[src/rtl/alu_issue_stage.sv]
// alu_issue_stage
//   Issue front end for a combinational RV32I ALU. Decodes OP / OP-IMM
//   instructions into ALU control and operands (S1), then registers the ALU
//   response into a backpressured output stage (S2). The ALU itself is an
//   external instance wired to the alu_* ports.
//
//   Optional build macro: ALU_ISSUE_PERF_EN adds perf_issued / perf_illegal
//   counters (out handshakes, and illegal ops among them).
//
// Ports
//   clk, rst                       clock, synchronous active-high reset
//   in_valid/in_ready              instruction handshake
//   in_instr, in_rs1, in_rs2       instruction word and register operands
//   alu_a, alu_b, alu_ctl          drive to ALU (held in S1)
//   alu_out, alu_zero, alu_ovf     ALU response
//   out_valid/out_ready            result handshake
//   out_result/zero/ovf/rd/illegal registered result fields
//   perf_issued, perf_illegal      (ALU_ISSUE_PERF_EN only) 32-bit counters
module alu_issue_stage #(
  parameter int DATA_WIDTH = 32
) (
  input  logic                  clk,
  input  logic                  rst,
  input  logic                  in_valid,
  output logic                  in_ready,
  input  logic [31:0]           in_instr,
  input  logic [DATA_WIDTH-1:0] in_rs1,
  input  logic [DATA_WIDTH-1:0] in_rs2,
  output logic [DATA_WIDTH-1:0] alu_a,
  output logic [DATA_WIDTH-1:0] alu_b,
  output logic [3:0]            alu_ctl,
  input  logic [DATA_WIDTH-1:0] alu_out,
  input  logic                  alu_zero,
  input  logic                  alu_ovf,
  output logic                  out_valid,
  input  logic                  out_ready,
  output logic [DATA_WIDTH-1:0] out_result,
  output logic                  out_zero,
  output logic                  out_ovf,
  output logic [4:0]            out_rd,
  output logic                  out_illegal
`ifdef ALU_ISSUE_PERF_EN
  ,
  output logic [31:0]           perf_issued,
  output logic [31:0]           perf_illegal
`endif
);

  localparam logic [3:0] CTL_AND  = 4'd0;
  localparam logic [3:0] CTL_OR   = 4'd1;
  localparam logic [3:0] CTL_XOR  = 4'd2;
  localparam logic [3:0] CTL_ADD  = 4'd3;
  localparam logic [3:0] CTL_SUB  = 4'd4;
  localparam logic [3:0] CTL_SLL  = 4'd5;
  localparam logic [3:0] CTL_SRL  = 4'd6;
  localparam logic [3:0] CTL_SRA  = 4'd7;
  localparam logic [3:0] CTL_SLT  = 4'd8;
  localparam logic [3:0] CTL_IDLE = 4'd15;

  localparam logic [6:0] OPC_OP  = 7'b0110011;
  localparam logic [6:0] OPC_IMM = 7'b0010011;

  // S1 (decode) state
  logic                  r_s1_valid;
  logic [DATA_WIDTH-1:0] r_alu_a;
  logic [DATA_WIDTH-1:0] r_alu_b;
  logic [3:0]            r_alu_ctl;
  logic [4:0]            r_s1_rd;
  logic                  r_s1_illegal;

  // S2 (result) state
  logic                  r_out_valid;
  logic [DATA_WIDTH-1:0] r_out_result;
  logic                  r_out_zero;
  logic                  r_out_ovf;
  logic [4:0]            r_out_rd;
  logic                  r_out_illegal;

  // handshake
  logic w_s2_free, w_s1_adv, w_in_fire;

  assign w_s2_free = !r_out_valid | out_ready;
  assign w_s1_adv  = r_s1_valid & w_s2_free;
  assign in_ready  = !r_s1_valid | w_s2_free;
  assign w_in_fire = in_valid & in_ready;

  // decode
  logic [6:0]            w_opc, w_f7;
  logic [2:0]            w_f3;
  logic                  w_is_op, w_is_imm, w_f7_zero, w_f7_alt;
  logic                  w_legal, w_shift;
  logic [3:0]            w_ctl;
  logic [DATA_WIDTH-1:0] w_a, w_b, w_imm, w_shamt;
  logic                  w_unused;

  assign w_opc     = in_instr[6:0];
  assign w_f3      = in_instr[14:12];
  assign w_f7      = in_instr[31:25];
  assign w_is_op   = (w_opc == OPC_OP);
  assign w_is_imm  = (w_opc == OPC_IMM);
  assign w_f7_zero = (w_f7 == 7'b0000000);
  assign w_f7_alt  = (w_f7 == 7'b0100000);
  assign w_imm     = {{(DATA_WIDTH-12){in_instr[31]}}, in_instr[31:20]};
  // Shift amount is only ever 5 bits; upper operand bits are forced to 0.
  assign w_shamt   = w_is_op ? DATA_WIDTH'(in_rs2[4:0]) : DATA_WIDTH'(in_instr[24:20]);
  // rs1 field is resolved by the register-read stage; not needed here.
  assign w_unused  = ^in_instr[19:15];

  always_comb begin
    w_legal = 1'b0;
    w_ctl   = CTL_IDLE;
    if (w_is_op || w_is_imm) begin
      case (w_f3)
        3'b000: begin
          // ADDI's immediate occupies funct7, so only OP can select SUB.
          if (w_is_imm || w_f7_zero) begin
            w_legal = 1'b1; w_ctl = CTL_ADD;
          end else if (w_f7_alt) begin
            w_legal = 1'b1; w_ctl = CTL_SUB;
          end
        end
        3'b001: if (w_f7_zero) begin w_legal = 1'b1; w_ctl = CTL_SLL; end
        3'b010: if (w_is_imm || w_f7_zero) begin w_legal = 1'b1; w_ctl = CTL_SLT; end
        3'b100: if (w_is_imm || w_f7_zero) begin w_legal = 1'b1; w_ctl = CTL_XOR; end
        3'b101: begin
          if (w_f7_zero) begin
            w_legal = 1'b1; w_ctl = CTL_SRL;
          end else if (w_f7_alt) begin
            w_legal = 1'b1; w_ctl = CTL_SRA;
          end
        end
        3'b110: if (w_is_imm || w_f7_zero) begin w_legal = 1'b1; w_ctl = CTL_OR; end
        3'b111: if (w_is_imm || w_f7_zero) begin w_legal = 1'b1; w_ctl = CTL_AND; end
        default: w_legal = 1'b0; // SLTU / SLTIU unsupported
      endcase
    end
  end

  assign w_shift = (w_ctl == CTL_SLL) || (w_ctl == CTL_SRL) || (w_ctl == CTL_SRA);

  always_comb begin
    w_a = '0;
    w_b = '0;
    if (w_legal) begin
      w_a = in_rs1;
      if (w_shift)     w_b = w_shamt;
      else if (w_is_op) w_b = in_rs2;
      else             w_b = w_imm;
    end
  end

  // S1: load on input transfer; return to idle drive when drained.
  always_ff @(posedge clk) begin
    if (rst) begin
      r_s1_valid   <= 1'b0;
      r_alu_a      <= '0;
      r_alu_b      <= '0;
      r_alu_ctl    <= CTL_IDLE;
      r_s1_rd      <= '0;
      r_s1_illegal <= 1'b0;
    end else if (w_in_fire) begin
      r_s1_valid   <= 1'b1;
      r_alu_a      <= w_a;
      r_alu_b      <= w_b;
      r_alu_ctl    <= w_ctl;
      r_s1_rd      <= in_instr[11:7];
      r_s1_illegal <= !w_legal;
    end else if (w_s1_adv) begin
      r_s1_valid   <= 1'b0;
      r_alu_a      <= '0;
      r_alu_b      <= '0;
      r_alu_ctl    <= CTL_IDLE;
      r_s1_rd      <= '0;
      r_s1_illegal <= 1'b0;
    end
  end

  // S2: capture ALU response; illegal ops report a clean zero result.
  always_ff @(posedge clk) begin
    if (rst) begin
      r_out_valid   <= 1'b0;
      r_out_result  <= '0;
      r_out_zero    <= 1'b0;
      r_out_ovf     <= 1'b0;
      r_out_rd      <= '0;
      r_out_illegal <= 1'b0;
    end else if (w_s1_adv) begin
      r_out_valid   <= 1'b1;
      r_out_result  <= r_s1_illegal ? '0 : alu_out;
      r_out_zero    <= r_s1_illegal ? 1'b1 : alu_zero;
      r_out_ovf     <= r_s1_illegal ? 1'b0 : alu_ovf;
      r_out_rd      <= r_s1_rd;
      r_out_illegal <= r_s1_illegal;
    end else if (out_ready) begin
      r_out_valid   <= 1'b0;
    end
  end

`ifdef ALU_ISSUE_PERF_EN
  logic [31:0] r_perf_issued, r_perf_illegal;

  always_ff @(posedge clk) begin
    if (rst) begin
      r_perf_issued  <= '0;
      r_perf_illegal <= '0;
    end else if (r_out_valid && out_ready) begin
      r_perf_issued <= r_perf_issued + 32'd1;
      if (r_out_illegal) r_perf_illegal <= r_perf_illegal + 32'd1;
    end
  end

  assign perf_issued  = r_perf_issued;
  assign perf_illegal = r_perf_illegal;
`endif

  assign alu_a       = r_alu_a;
  assign alu_b       = r_alu_b;
  assign alu_ctl     = r_alu_ctl;
  assign out_valid   = r_out_valid;
  assign out_result  = r_out_result;
  assign out_zero    = r_out_zero;
  assign out_ovf     = r_out_ovf;
  assign out_rd      = r_out_rd;
  assign out_illegal = r_out_illegal;

endmodule

[config.mk]
export PLATFORM = sky130hd
export DESIGN_NAME = alu_issue_stage
export DESIGN_NICKNAME = d
export VERILOG_FILES = /design/src/rtl/alu_issue_stage.sv
export SDC_FILE = /design/constraint.sdc
export NUM_CORES = 1
export LEC_CHECK = 0
export BUFFER_PORTS_ARGS = -buffer_cell sky130_fd_sc_hd__clkbuf_2
export CAP_MARGIN = 20
export CELL_PAD_IN_SITES_DETAIL_PLACEMENT = 0
export CELL_PAD_IN_SITES_GLOBAL_PLACEMENT = 1
export CORE_ASPECT_RATIO = 2
export CORE_MARGIN = 4
export CORE_UTILIZATION = 35
export DETAILED_ROUTE_END_ITERATION = 10
export PLACE_DENSITY = 0.95
export SETUP_SLACK_MARGIN = 0.3
export SYNTH_ARGS = -nofsm -noshare
export SYNTH_HDL_FRONTEND = slang
export SYNTH_SLANG_ARGS = --single-unit
[constraint.sdc]
create_clock -name clk -period 4.3 [get_ports clk]
set_clock_uncertainty 0.1 [all_clocks]
set_input_delay 0.215 -clock clk [delete_from_list [all_inputs] [get_ports clk]]
set_output_delay 0.215 -clock clk [all_outputs]
set_load 0.005 [all_outputs]
Word level (Yosys, flattened, before mapping)
Index checks and enable logic that the tools add are counted.

Bits in registers: 116. Bits of input ports: 134. Output and inout port bits: 110. Word-level logic and storage cells: 78.

Eq/ne operators: 12. Multiplexer cells: 38. Bitwise operators: 4. Reductions and logical operators: 12.

Operators with widths (count): 2-to-1 mux 32 bit (8); 2-to-1 mux 4 bit (11); case mux 4 bit (7 select lines) (1); 2-to-1 mux 5 bit (3); equality test 7 x 6 -> 1 bit, second input constant (2); 2-to-1 mux 1 bit (13); equality test 3 bit, second input constant (4); equality test 4 x 3 -> 1 bit, second input constant (3); equality test 7 x 5 -> 1 bit, second input constant (1); zero test 7 bit (1); logical OR 1 bit (4); case mux 1 bit (4 select lines) (1); nonzero test 2 bit (2); OR reduction 4 bit (1); equality test 3 x 1 -> 1 bit, second input constant (1); equality test 3 x 2 -> 1 bit, second input constant (1); zero test 1 bit (3); zero test 3 bit (1); 2-to-1 mux 3 bit (1); AND 1 bit (2); OR 1 bit (2).

Depth between registers and ports, before layout
Gate-level depths: netlist of run 1.

Depth in word-level cells: 11. Mapped depth: 8. Mapped depth without buffers: 6.

Worst setup path after synthesis of run 1
Ideal clock, no wire load.

Path type: input to register. Start: in in_instr[25]. End: reg r_alu_a[13] (netlist: alu_a[13]). Setup time: 65 ps. Arrival time: 1956 ps. Required time: 4135 ps. Setup slack: 2179 ps. Stages: 7. Path buffers: 1. Path through: or4_4 -> nor3_4 -> a32oi_2 -> nor4b_4 -> buf_6 -> a22oi_2 -> nor2_1.

Longest elaborated chain between the ends: 7. Elaborated cells between the ends (all ways): 12. Those cells by class: 1 x eq/ne; 9 x mux; 2 x reduce/logical.

RTL lines: start: declaration (RTL line 26) `input logic [31:0] in_instr,`; equality test 7 x 6 -> 1 bit or zero test 7 bit (tied branches) (RTL line 102, 101); 2-to-1 mux 1 bit or logical OR 1 bit (tied branches); 2-to-1 mux 1 bit (on tied branches); case mux 1 bit (4 select lines) (*) (RTL line 113) `case (w_f3)`; 2-to-1 mux 1 bit (*) (RTL line 112) `if (w_is_op || w_is_imm) begin`; 2-to-1 mux 32 bit (*) (RTL line 144) `if (w_legal) begin`; 2-to-1 mux 32 bit (*) (RTL line 161) `end else if (w_in_fire) begin`; end signal: assignment (RTL line 163) `r_alu_a <= w_a;`; end: declaration (RTL line 65) `logic [DATA_WIDTH-1:0] r_alu_a;`.

Mark *: on every way between the ends. The rest lies on a longest branch, timed or not. A chain may end at the register's enable or synchronous reset.

Worst setup path in the final report of run 1
Start: in in_instr[2]. End: reg r_alu_b[5] (netlist: alu_b[5]).

Longest elaborated chain between the ends: 11. Elaborated cells between the ends (all ways): 24. Those cells by class: 5 x eq/ne; 15 x mux; 4 x reduce/logical.

RTL lines: equality test 7 x 5 -> 1 bit (RTL line 100) `assign w_is_imm = (w_opc == OPC_IMM);`; logical OR 1 bit; 2-to-1 mux 4 bit, or another cell as far along (RTL line 133) `3'b111: if (w_is_imm || w_f7_zero) begin w_legal = 1'b1; w_ctl = CTL_AND; end`; case mux 4 bit (7 select lines) (RTL line 113); 2-to-1 mux 4 bit (RTL line 112); equality test 4 x 3 -> 1 bit (RTL line 139) `assign w_shift = (w_ctl == CTL_SLL) || (w_ctl == CTL_SRL) || (w_ctl == CTL_SRA);`; logical OR 1 bit (2 in series) (RTL line 139); 2-to-1 mux 32 bit (RTL line 146) `if (w_shift) w_b = w_shamt;`; 2-to-1 mux 32 bit (*) (RTL line 144); 2-to-1 mux 32 bit (*) (RTL line 161); end signal: assignment (RTL line 164) `r_alu_b <= w_b;`; end: declaration (RTL line 66) `logic [DATA_WIDTH-1:0] r_alu_b;`.

Marks and branches as above.

==> results by group, run 1 <==
Global route
  • Grt ovf: 0
  • Initial antenna violation count: 0
  • Largest net degree at the start of global routing: 48
  • Global Route Usage Sum: 0.206
  • First-pass GRT wire length: 26,000 um
  • Number of global-route vias before repair: 5,225

Critical path
  • Setup crit start kind: primary input
  • Worst path slowest cell: nor3b_1
  • CP required: 4.49 ns
  • Top cell family by delay on the critical path: simple AND/OR/NAND/NOR gates
  • FF-to-FF path depth: 7
  • Reg-to-Reg Start: r_s1_valid
  • Cells along the critical path: clkbuf_2 > nand4bb_4 > nor3b_1 > and2_1 > mux2i_1 > dlygate4sd3_1 > o21ai_1
  • Reg2reg end: alu_b[14]
  • R2r setup slk: 2.08 ns
  • CP Capture Type: flop
  • Max Fanout on Critical Path: 11
  • CP max stage delay: between 0.6 and 0.7 ns
  • Buf/Inv on CP: 2
  • Critical path data arrival time: 2.72 ns
  • Setup Crit Path Kind: in -> reg

Pwr
  • VDD IR max: 0.000265 V
  • Pwr Density: 365 nW/um^2
  • Pleak: ~0.0033 uW
  • Overall Power: 2790 uW

Job
  • Max_cap viols: 0

Run status
  • Status: completed

STA
  • Final Hold Viols: 0
  • Setup violators final: 0
  • Relative slew margins: 0.326
  • Final Max Slew Viols: 0
  • Final setup TNS: 0 ns
  • Tmin final: 2.53 ns
  • Worst Tran Pin Value: 1.01 ns
  • Max Fclk: about 400 MHz
  • Final worst-path cycle share: 0.587
  • RSZ-0062 raised after global routing: no
  • Hold_ws: 0.0141 ns

Detailed routing
  • ANT nets after route: 0
  • Initial DRC Count: about 150
  • DRC: 0
  • DRT Pass-1 Iters: 5
  • Routed len/inst: 15.7 um
  • Total number of vias: around 5,100
  • Post-Route WL: 15,900 um
  • Vias per cell: 5.04

Final layout
  • Reg area: 2320 sq um
  • Share of cells above drive strength 1: 0.380
  • Ant diodes: 0
  • Filler instances: 1,133
  • Area Overhead vs Synth: 61.0%
  • Most frequent cells in the layout: clkbuf_2 (237), dfxtp_1 (116), dlygate4sd3_1 (101)
  • Fin cells: 1,013
  • Area occupied by multi-input gates: 2220 sq um
  • Final core utilization: 0.581
  • Commonest non-fill, non-tap cell in the layout: clkbuf_2
  • Final net count: 982

Floorplanning
  • Core area: 13,100 sq um
  • Starting Density: 0.361
  • IO Pins: 244
  • Chip height: 173 um
  • Row count: 59
  • Die Area: approximately 16,000 sq um
  • Die W: 90.3 um

Clock network
  • TritonCTS clock tree: built
  • Root buffer cell: clkbuf_16
  • Clk pin slew, worst setup/hold paths: 0.06 ns
  • Post-CTS resize count: 0
  • CTS buffer count: 17
  • Max Root-Sink Buffers: 2
  • Clk sinks: 116
  • # hold bufs at CTS: 101
  • Worst skew pair latency: 0.40 ns
  • Post-CTS Setup Bufs: 0
  • H-tree Lvls: 4

Logic synthesis
  • Synth Instances: between 500 and 600
  • Main synth FF type: dfxtp_1
  • EDFF count, synth: 0
  • Fraction of registers with async set/reset: 0
  • Post-Synthesis Cell Area: between 4000 and 5000 sq um
  • Syn nets: 656
  • Register area share after synthesis: 0.490
  • Yosys reg bits: around 120
  • Ys Warns: 0
  • Synthesized area per cell: a little over 9 sq um
  • Synth unique cells: 45

Hold path
  • Cells on Worst Hold Path: 3
  • Hold Crit Endpoint: alu_b[8]
  • Hold Crit Class: in -> reg
  • Hold path startpoint: in_instr[28]

Place
  • Dpl hpwl: roughly 10,000 um
  • PortBufs: approximately 240
  • Placed insts: around 880
  • Placer congestion estimate: 0.805
-- registers in the layout, indices dropped and copies added, names as in the netlist --
register,cells
out_valid,1
out_result,32
out_zero,1
r_s1_valid,1
alu_a,32
r_s1_rd,5
alu_b,32
out_ovf,1
out_illegal,1
r_s1_illegal,1
out_rd,5
alu_ctl,4
-- cell type report --
class / instances / area share
multi-input cells: 360 / 0.291
inverters: 4 / 0.00197
clock inverters: 14 / 0.0198
flip-flops and latches: 116 / 0.304
clock buffers: 18 / 0.0575
repair buffers: 349 / 0.300
well taps: 152 / 0.0249
-- worst max path at each step --
stage | start | endpoint | slack, ns | cells past startpoint
2_1_floorplan | in_instr[25] | alu_a[13] | 2.18 | 7
6_report | in_instr[2] | alu_b[5] | 1.77 | 7
3_5_place_dp | in_instr[2] | alu_b[17] | 1.33 | 9
3_3_place_gp | in_instr[2] | alu_b[15] | 1.38 | 9
4_1_cts | in_instr[2] | alu_b[17] | 1.75 | 9
5_1_grt | in_instr[2] | alu_b[14] | 1.51 | 9
-- power breakdown --
group / internal (uW) / leakage (uW) / switching [uW]
combinational: 153 / 0.00204 / 134
clock: 874 / 0.000287 / 516
sequential: 1100 / 0.000939 / 14.9
-- layer usage --
layer  part of all wire  global-route usage  vias up
met5                  0                   0        -
met4              0.052               0.130        0
met3              0.059              0.0617       54
met2               0.54               0.373      212
met1               0.35               0.200     2354
li1                   -                   -     2490
-- worst register-to-register path, stage by stage (launching register included) --
cell and delay [ns]:
dfxtp_1 0.36, nand3b_1 0.28, and2_1 0.36, nand2_1 0.14, a2111oi_2 0.35, o21ai_2 0.15, buf_8 0.19, o21ai_0 0.20
-- per-stage QoR --
step | area, sq um | setup slack, ns
after floorplan | 4740 | 2.18
after global placement | 6000 | 1.38
after detailed placement | 6000 | 1.33
after CTS | 7600 | 1.75
after global routing | 7630 | 1.51
final | 7630 | 1.77
-- synthesized netlist by cell type (all sizes together) (3+ instances only) --
library cell  count  area (sq um)
dfxtp           116          2320
nand2            78           293
a21oi            66           330
nor2             51           191
a22oi            43           473
nand3b           34           255
o21ai            34           174
clkbuf           27           101
buf              15          93.8
nand2b            6          37.5
mux2              5          56.3
mux2i             5          50.1
inv               4          15.0
nor4              4          31.3
and2              3          18.8
nor2b             3          18.8
nor3              3          26.3
o2111ai           3          26.3
o21bai            3          22.5
-- kinds of logic (layout without fill, tap and decap cells) --
logic type | Yosys count | after routing | synth area share
muxes | 10 | 10 | 0.0224
DFF | 116 | 116 | 0.490
AOI/OAI and AO/OA | 158 | 158 | 0.235
xor gates and xnor gates | 1 | 1 | 0.00185
buffers and inverters | 46 | 385 | 0.0443
and+or+nand+nor | 191 | 191 | 0.207
(Power assumes the default switching activity.)
==> run 2, diff against run 1 <==
Settings changed: CORE_UTILIZATION 35 to 32, PLACE_DENSITY 0.95 to 0.9.
Clock period 4.3 ns to 2.4 ns, I/O delays scaled along.
==> results by group, run 2 (same netlist as run 1, synthesis figures left out) <==
Run status
  • Status: completed

Pwr
  • Clock network power share: 0.495
  • Comb power frac: 0.111
  • Switching Fraction: 0.243
  • Flop pwr share: 0.395
  • Pwr Density: 634 nW/um^2
  • Pleak: 0.00336 uW
  • VDD IR max: just under 0.0006 V
  • Switch Pwr: 1220 uW
  • Internal: 3800 uW

Floorplanning
  • Die Area: between 15,000 and 20,000 sq um
  • Starting Density: 0.329
  • IO Pins: 244
  • Chip height: 180 um
  • Die W: ~94 um
  • Row count: 62
  • Core area: between 10,000 and 15,000 sq um

Critical path
  • Worst path slowest cell: dlygate4sd3_1
  • Reg2reg end: alu_a[5]
  • Max Fanout on Critical Path: 37
  • Setup Crit Path Kind: in -> reg
  • CP max stage delay: 0.54 ns
  • FF-to-FF path depth: 6
  • R2r setup slk: roughly 0.48 ns
  • Reg-to-Reg Start: r_s1_valid
  • CP Capture Type: flop
  • Setup crit start kind: primary input
  • CP required: 2.62 ns
  • Cells along the critical path: dlygate4sd3_1 > clkbuf_2 > nor3_4 > a32oi_2 > nor4b_4 > buf_12 > a22oi_1 > nor2_1
  • Critical path data arrival time: 2.20 ns

STA
  • Max Fclk: 506 MHz
  • Final worst-path cycle share: 0.824
  • Final Hold Viols: 0
  • RSZ-0062 raised after global routing: yes
  • Tmin final: 1.98 ns
  • Final Max Slew Viols: 0
  • Setup violators final: 0
  • Final setup TNS: 0 ns
  • Post-route setup slack: 0.423 ns
  • Relative slew margins: 0.444
  • Worst Tran Pin Value: 0.830 ns

Final layout
  • Share of cells above drive strength 1: 0.377
  • Commonest non-fill, non-tap cell in the layout: clkbuf_2
  • Area Overhead vs Synth: 67.0%
  • Final net count: 1,002
  • Most frequent cells in the layout: clkbuf_2 (237), dfxtp_1 (116), dlygate4sd3_1 (116)
  • Ant diodes: 0

Detailed routing
  • ANT nets after route: 0
  • Vias per cell: 4.75
  • DRT Pass-1 Iters: 4
  • Post-Route WL: around 16,000 um
  • Routed len/inst: 15.2 um
  • DRC: 0
  • Initial DRC Count: 131
  • Total number of vias: 5,100

Place
  • PortBufs: 238
  • Placer congestion estimate: slightly below 0.9
  • Dpl hpwl: approximately 10,000 um
  • Pre-CTS WS: 0.143 ns

Global route
  • Initial antenna violation count: 0
  • Grt met3 use: 0.0522
  • Largest net degree at the start of global routing: 82
  • First-pass GRT wire length: 26,100 um
  • GR Util met2: 0.361
  • GR peak layer: met2
  • Number of global-route vias before repair: 5,301
  • Met1 Track Usage GR: 0.197
  • Grt ovf: 0
  • Global Route Usage Sum: 0.194

Clock network
  • Post-CTS Setup Bufs: 0
  • CTS buffer count: 17
  • TritonCTS clock tree: built
  • Root buffer cell: clkbuf_16
  • Max Root-Sink Buffers: 2
  • Clk pin slew, worst setup/hold paths: 0.06 ns
  • Clk sinks: ~120
  • H-tree Lvls: 4
  • Worst skew pair latency: 0.40 ns

Hold path
  • Hold path startpoint: in_instr[30]
  • Cells on Worst Hold Path: 5
  • Hold Crit Endpoint: alu_b[10]
  • Hold Crit Class: in -> reg

Job
  • Max_cap viols: 0
-- run 2: cell count changes in the layout (fill, tap and decap cells not counted) --
cell | previous run | this run
buf_4 | 8 | 10
clkbuf_1 | 0 | 1
nor4_2 | 1 | 2
buf_8 | 2 | 0
nor4_1 | 3 | 2
a21boi_1 | 0 | 1
clkinvlp_4 | 2 | 5
dlygate4sd3_1 | 101 | 116
a21boi_0 | 1 | 0
clkinv_2 | 3 | 1
clkinv_4 | 3 | 4
clkbuf_8 | 1 | 0
inv_6 | 4 | 2
buf_12 | 0 | 5
-- run 2: area by class of cell --
class | count | area, sq um
repair buffers | 369 | 2530
flip-flops and latches | 116 | 2320
fillers | 1327 | 6510
clock buffers | 18 | 429
inverters | 4 | 15.0
well taps | 192 | 240
clock inverters | 14 | 155
multi-input cells | 360 | 2230
-- run 2: what timing repair did --
action	4_1_cts	5_1_grt
gates resized for setup	0	2
endpoints found under the setup margin	0	6
hold endpoints to repair	105	0
hold buffers	116	0
-- run 2: worst max-delay path, delay by kind of cell --
family                 cells  cell delay, ns
buffers and inverters      3            0.97
AOI/OAI and AO/OA          2            0.33
and+or+nand+nor            3            0.74
-- run 2: how the worst max path moves through the flow --
stage	endpoint	cells past startpoint	from
after CTS	alu_b[12]	6	r_s1_valid
final	alu_a[5]	8	in_instr[29]
after floorplan	alu_a[13]	7	in_instr[25]
after global placement	alu_b[9]	8	in_instr[25]
after detailed placement	alu_b[13]	8	in_instr[25]
after global routing	alu_b[15]	8	in_instr[29]
-- run 2: routing by layer --
metal / wire [um] / part of all wire / up-vias
met4: 518 / 0.032 / 0
met5: 0 / 0 / -
met2: 8940 / 0.55 / 193
met1: 6010 / 0.37 / 2347
li1: - / - / 2524
met3: 897 / 0.055 / 36
-- run 2: through the flow --
stage          instance area [sq um]  utilization  cells  total power (uW)  hold WS [ns]
2_1_floorplan                   4740            -    522              2210         0.155
3_3_place_gp                    6170        0.428    925              2420         0.253
3_5_place_dp                    6170        0.428    925              2420         0.259
4_1_cts                         7910        0.548   1073              5090         0.140
5_1_grt                         7920        0.549   1073              5220         0.186
6_report                        7920        0.549   1073              5020         0.173
-- run 2: power groups by stage --
stage | sequential, uW | clock (uW) | combinational (uW)
finish | 1980 | 2480 | 556
CTS | 1980 | 2560 | 551
global placement | 2020 | 0 | 397
global route | 1980 | 2630 | 608
floorplan | 2020 | 0 | 185
detailed placement | 2020 | 0 | 399
==> run 3, diff against run 2 <==
Settings changed: ABC_AREA set to 1, CORE_UTILIZATION 32 to 31.
Clock period 2.4 ns to 1.9 ns, I/O delays scaled along.
==> results by group, run 3 <==
Detailed routing
  • Post-Route WL: 17,900 um
  • DRT Pass-1 Iters: 4
  • Total number of vias: about 5,700
  • Initial DRC Count: 191
  • Vias per cell: 4.75
  • Routed len/inst: 15.0 um
  • ANT nets after route: 0
  • DRC: 0

Critical path
  • CP max stage delay: approximately 0.55 ns
  • Most used cell, CP: nand2_1
  • FF-to-FF path depth: 9
  • Cells along the critical path: clkbuf_2 > nand2_1 > nor2_2 > nand4_1 > buf_6 > mux2_2 > dlygate4sd3_1 > nand2_1 > a21oi_1
  • Max Fanout on Critical Path: 23
  • Buf/Inv on CP: 3
  • Setup Crit Path Kind: in -> reg
  • Reg-to-Reg Start: out_valid
  • Setup crit start kind: primary input
  • R2r setup slk: 0.41 ns
  • Critical path data arrival time: between 1.5 and 2 ns
  • Worst path slowest cell: dlygate4sd3_1
  • CP required: 2.09 ns
  • CP Capture Type: flop
  • Reg2reg end: alu_b[10]
  • Top cell family by delay on the critical path: buffers and inverters

Floorplanning
  • Core area: roughly 15,000 sq um
  • Row count: 64
  • Starting Density: 0.317
  • Die Area: around 18,000 sq um
  • Chip height: 185 um
  • Die W: 96.4 um
  • IO Pins: roughly 240

Logic synthesis
  • Post-Synthesis Cell Area: 4840 sq um
  • Post-synth top cells: nand2_1 (134), dfxtp_1 (116), a21oi_1 (96)
  • Synth Instances: about 640
  • Synth unique cells: 27
  • Yosys reg bits: 116
  • Fraction of registers with async set/reset: 0
  • Register area share after synthesis: 0.480
  • Syn nets: between 700 and 800
  • Ys Warns: 0
  • Synthesized area per cell: 7.58 sq um
  • Main synth FF type: dfxtp_1
  • Post-synth top area share: 0.480
  • Synth area leaders: dfxtp_1 (48%), nand2_1 (10%), a21oi_1 (9.9%), nand3_1 (5.9%), nor2_1 (5.4%)
  • EDFF count, synth: 0
  • Area leader, netlist: dfxtp_1
  • Most frequent cell after synthesis: nand2_1

Hold path
  • Hold path startpoint: in_instr[22]
  • Hold Crit Class: in -> reg
  • Hold Crit Endpoint: alu_b[2]
  • Cells on Worst Hold Path: 4

Pwr
  • Pleak: between 0.003 and 0.004 uW
  • Switch Pwr: 1530 uW
  • Clock network power share: 0.516
  • Switching Fraction: 0.224
  • Pwr Density: slightly above 800 nW/um^2
  • Internal: ~5300 uW
  • Comb power frac: 0.116
  • Flop pwr share: 0.368
  • VDD IR max: approximately 0.00065 V

Final layout
  • Filler instances: 1,426
  • Most frequent cells in the layout: clkbuf_2 (238), nand2_1 (132), dfxtp_1 (114)
  • Share of cells above drive strength 1: 0.326
  • Final core utilization: 0.539
  • Area Overhead vs Synth: 70.3%
  • Commonest non-fill, non-tap cell in the layout: clkbuf_2
  • Final net count: 1,120

Place
  • Placer congestion estimate: 0.802
  • PortBufs: 238
  • Dpl hpwl: 11,600 um

STA
  • RSZ-0062 raised after global routing: yes
  • Max Fclk: 619 MHz
  • Relative slew margins: 0.654
  • Setup violators final: 0
  • Hold_ws: -0.00202 ns
  • Final worst-path cycle share: 0.850
  • Tmin final: 1.61 ns
  • Final setup TNS: 0 ns
  • Worst Tran Pin Value: 0.519 ns
  • Final Hold Viols: 1
  • Final Max Slew Viols: 0

Clock network
  • Clk pin slew, worst setup/hold paths: around 0.050 ns
  • Root buffer cell: clkbuf_16
  • TritonCTS clock tree: built
  • Worst skew pair latency: 0.41 ns
  • CTS buffer count: 17
  • Clk sinks: 116
  • H-tree Lvls: 4
  • Max Root-Sink Buffers: 2

Global route
  • Number of global-route vias before repair: 5,817
  • Largest net degree at the start of global routing: 47
  • First-pass GRT wire length: 27,400 um
  • Initial antenna violation count: 0
  • Grt ovf: 0
  • Global Route Usage Sum: 0.198

Run status
  • Status: finished with violations
  • Violated checks: hold timing

Job
  • Max_cap viols: 0
==> run 3: per-layer routing <==
layer  up-vias  global-route usage  wire (um)
met1      2592               0.194       6410
li1       2827                   -          -
met2       210               0.356       9690
met3        60              0.0490        966
met4         0               0.127        874
met5         -                   0          0
==> run 3: how the worst max path moves through the flow <==
stage                 start        end  slack, ns  depth (start not counted)
3_5_place_dp   in_instr[26]  alu_b[30]       0.09                         13
4_1_cts           out_valid  alu_b[30]       0.27                          9
2_1_floorplan     out_valid   alu_b[2]       0.28                          8
5_1_grt         in_instr[3]   alu_b[4]       0.21                         10
3_3_place_gp    in_instr[3]  alu_b[30]       0.16                         12
6_report        in_instr[1]   alu_b[4]       0.29                          9
==> run 3: layout make-up <==
| cell class | instances | area, sq um | area share |
|---|---|---|---|
| Antenna cell | 1 | 2.50 | 0.000303 |
| Clock inverter | 8 | 174 | 0.0211 |
| Inverter | 26 | 103 | 0.0124 |
| Sequential cell | 116 | 2320 | 0.282 |
| Tap cell | 198 | 248 | 0.0300 |
| Clock buffer | 23 | 468 | 0.0568 |
| Timing Repair Buffer | 373 | 2680 | 0.325 |
| Multi-Input combinational cell | 452 | 2250 | 0.272 |
==> run 3: cell families after synthesis <==
group,share of synthesized area
compound gates,0.175
buf+inv,0.0636
flops,0.480
mux,0.0209
simple gates,0.261
==> run 3: power groups by stage <==
stage	logic, uW	clock network, uW	registers, uW
floorplan	260	0	2560
CTS	722	3600	2510
detailed placement	533	0	2560
finish	792	3520	2510
global placement	530	0	2560
global route	867	3680	2520
==> run 3: metrics by stage <==
stage / cell area, sq um / std cells / worst slack [ns] / power (uW) / hold WS (ns)
2_1_floorplan: 4840 / 639 / 0.278 / 2820 / 0.134
3_3_place_gp: 6300 / 1049 / 0.158 / 3090 / 0.227
3_5_place_dp: 6300 / 1049 / 0.0891 / 3090 / 0.235
4_1_cts: 8070 / 1191 / 0.271 / 6840 / 0.0154
5_1_grt: 8240 / 1196 / 0.206 / 7060 / 0.0184
6_report: 8250 / 1197 / 0.285 / 6830 / -0.00202
==> run 3: repair_timing <==
item,CTS,global route
hold endpoints to repair,104,0
endpoints found under the setup margin,35,104
pin swaps,0,5
resized for setup,3,28
hold buffers,111,0
buffers inserted,0,5
cloned,0,3
==> run 3: worst register-to-register path, delay by kind of cell, from the launching register on <==
kind / cells / cell delay (ns)
AO/OA/AOI/OAI: 3 / 0.40
buffers and inverters: 3 / 0.35
flip-flops: 1 / 0.33
AND/OR/NAND/NOR: 3 / 0.24
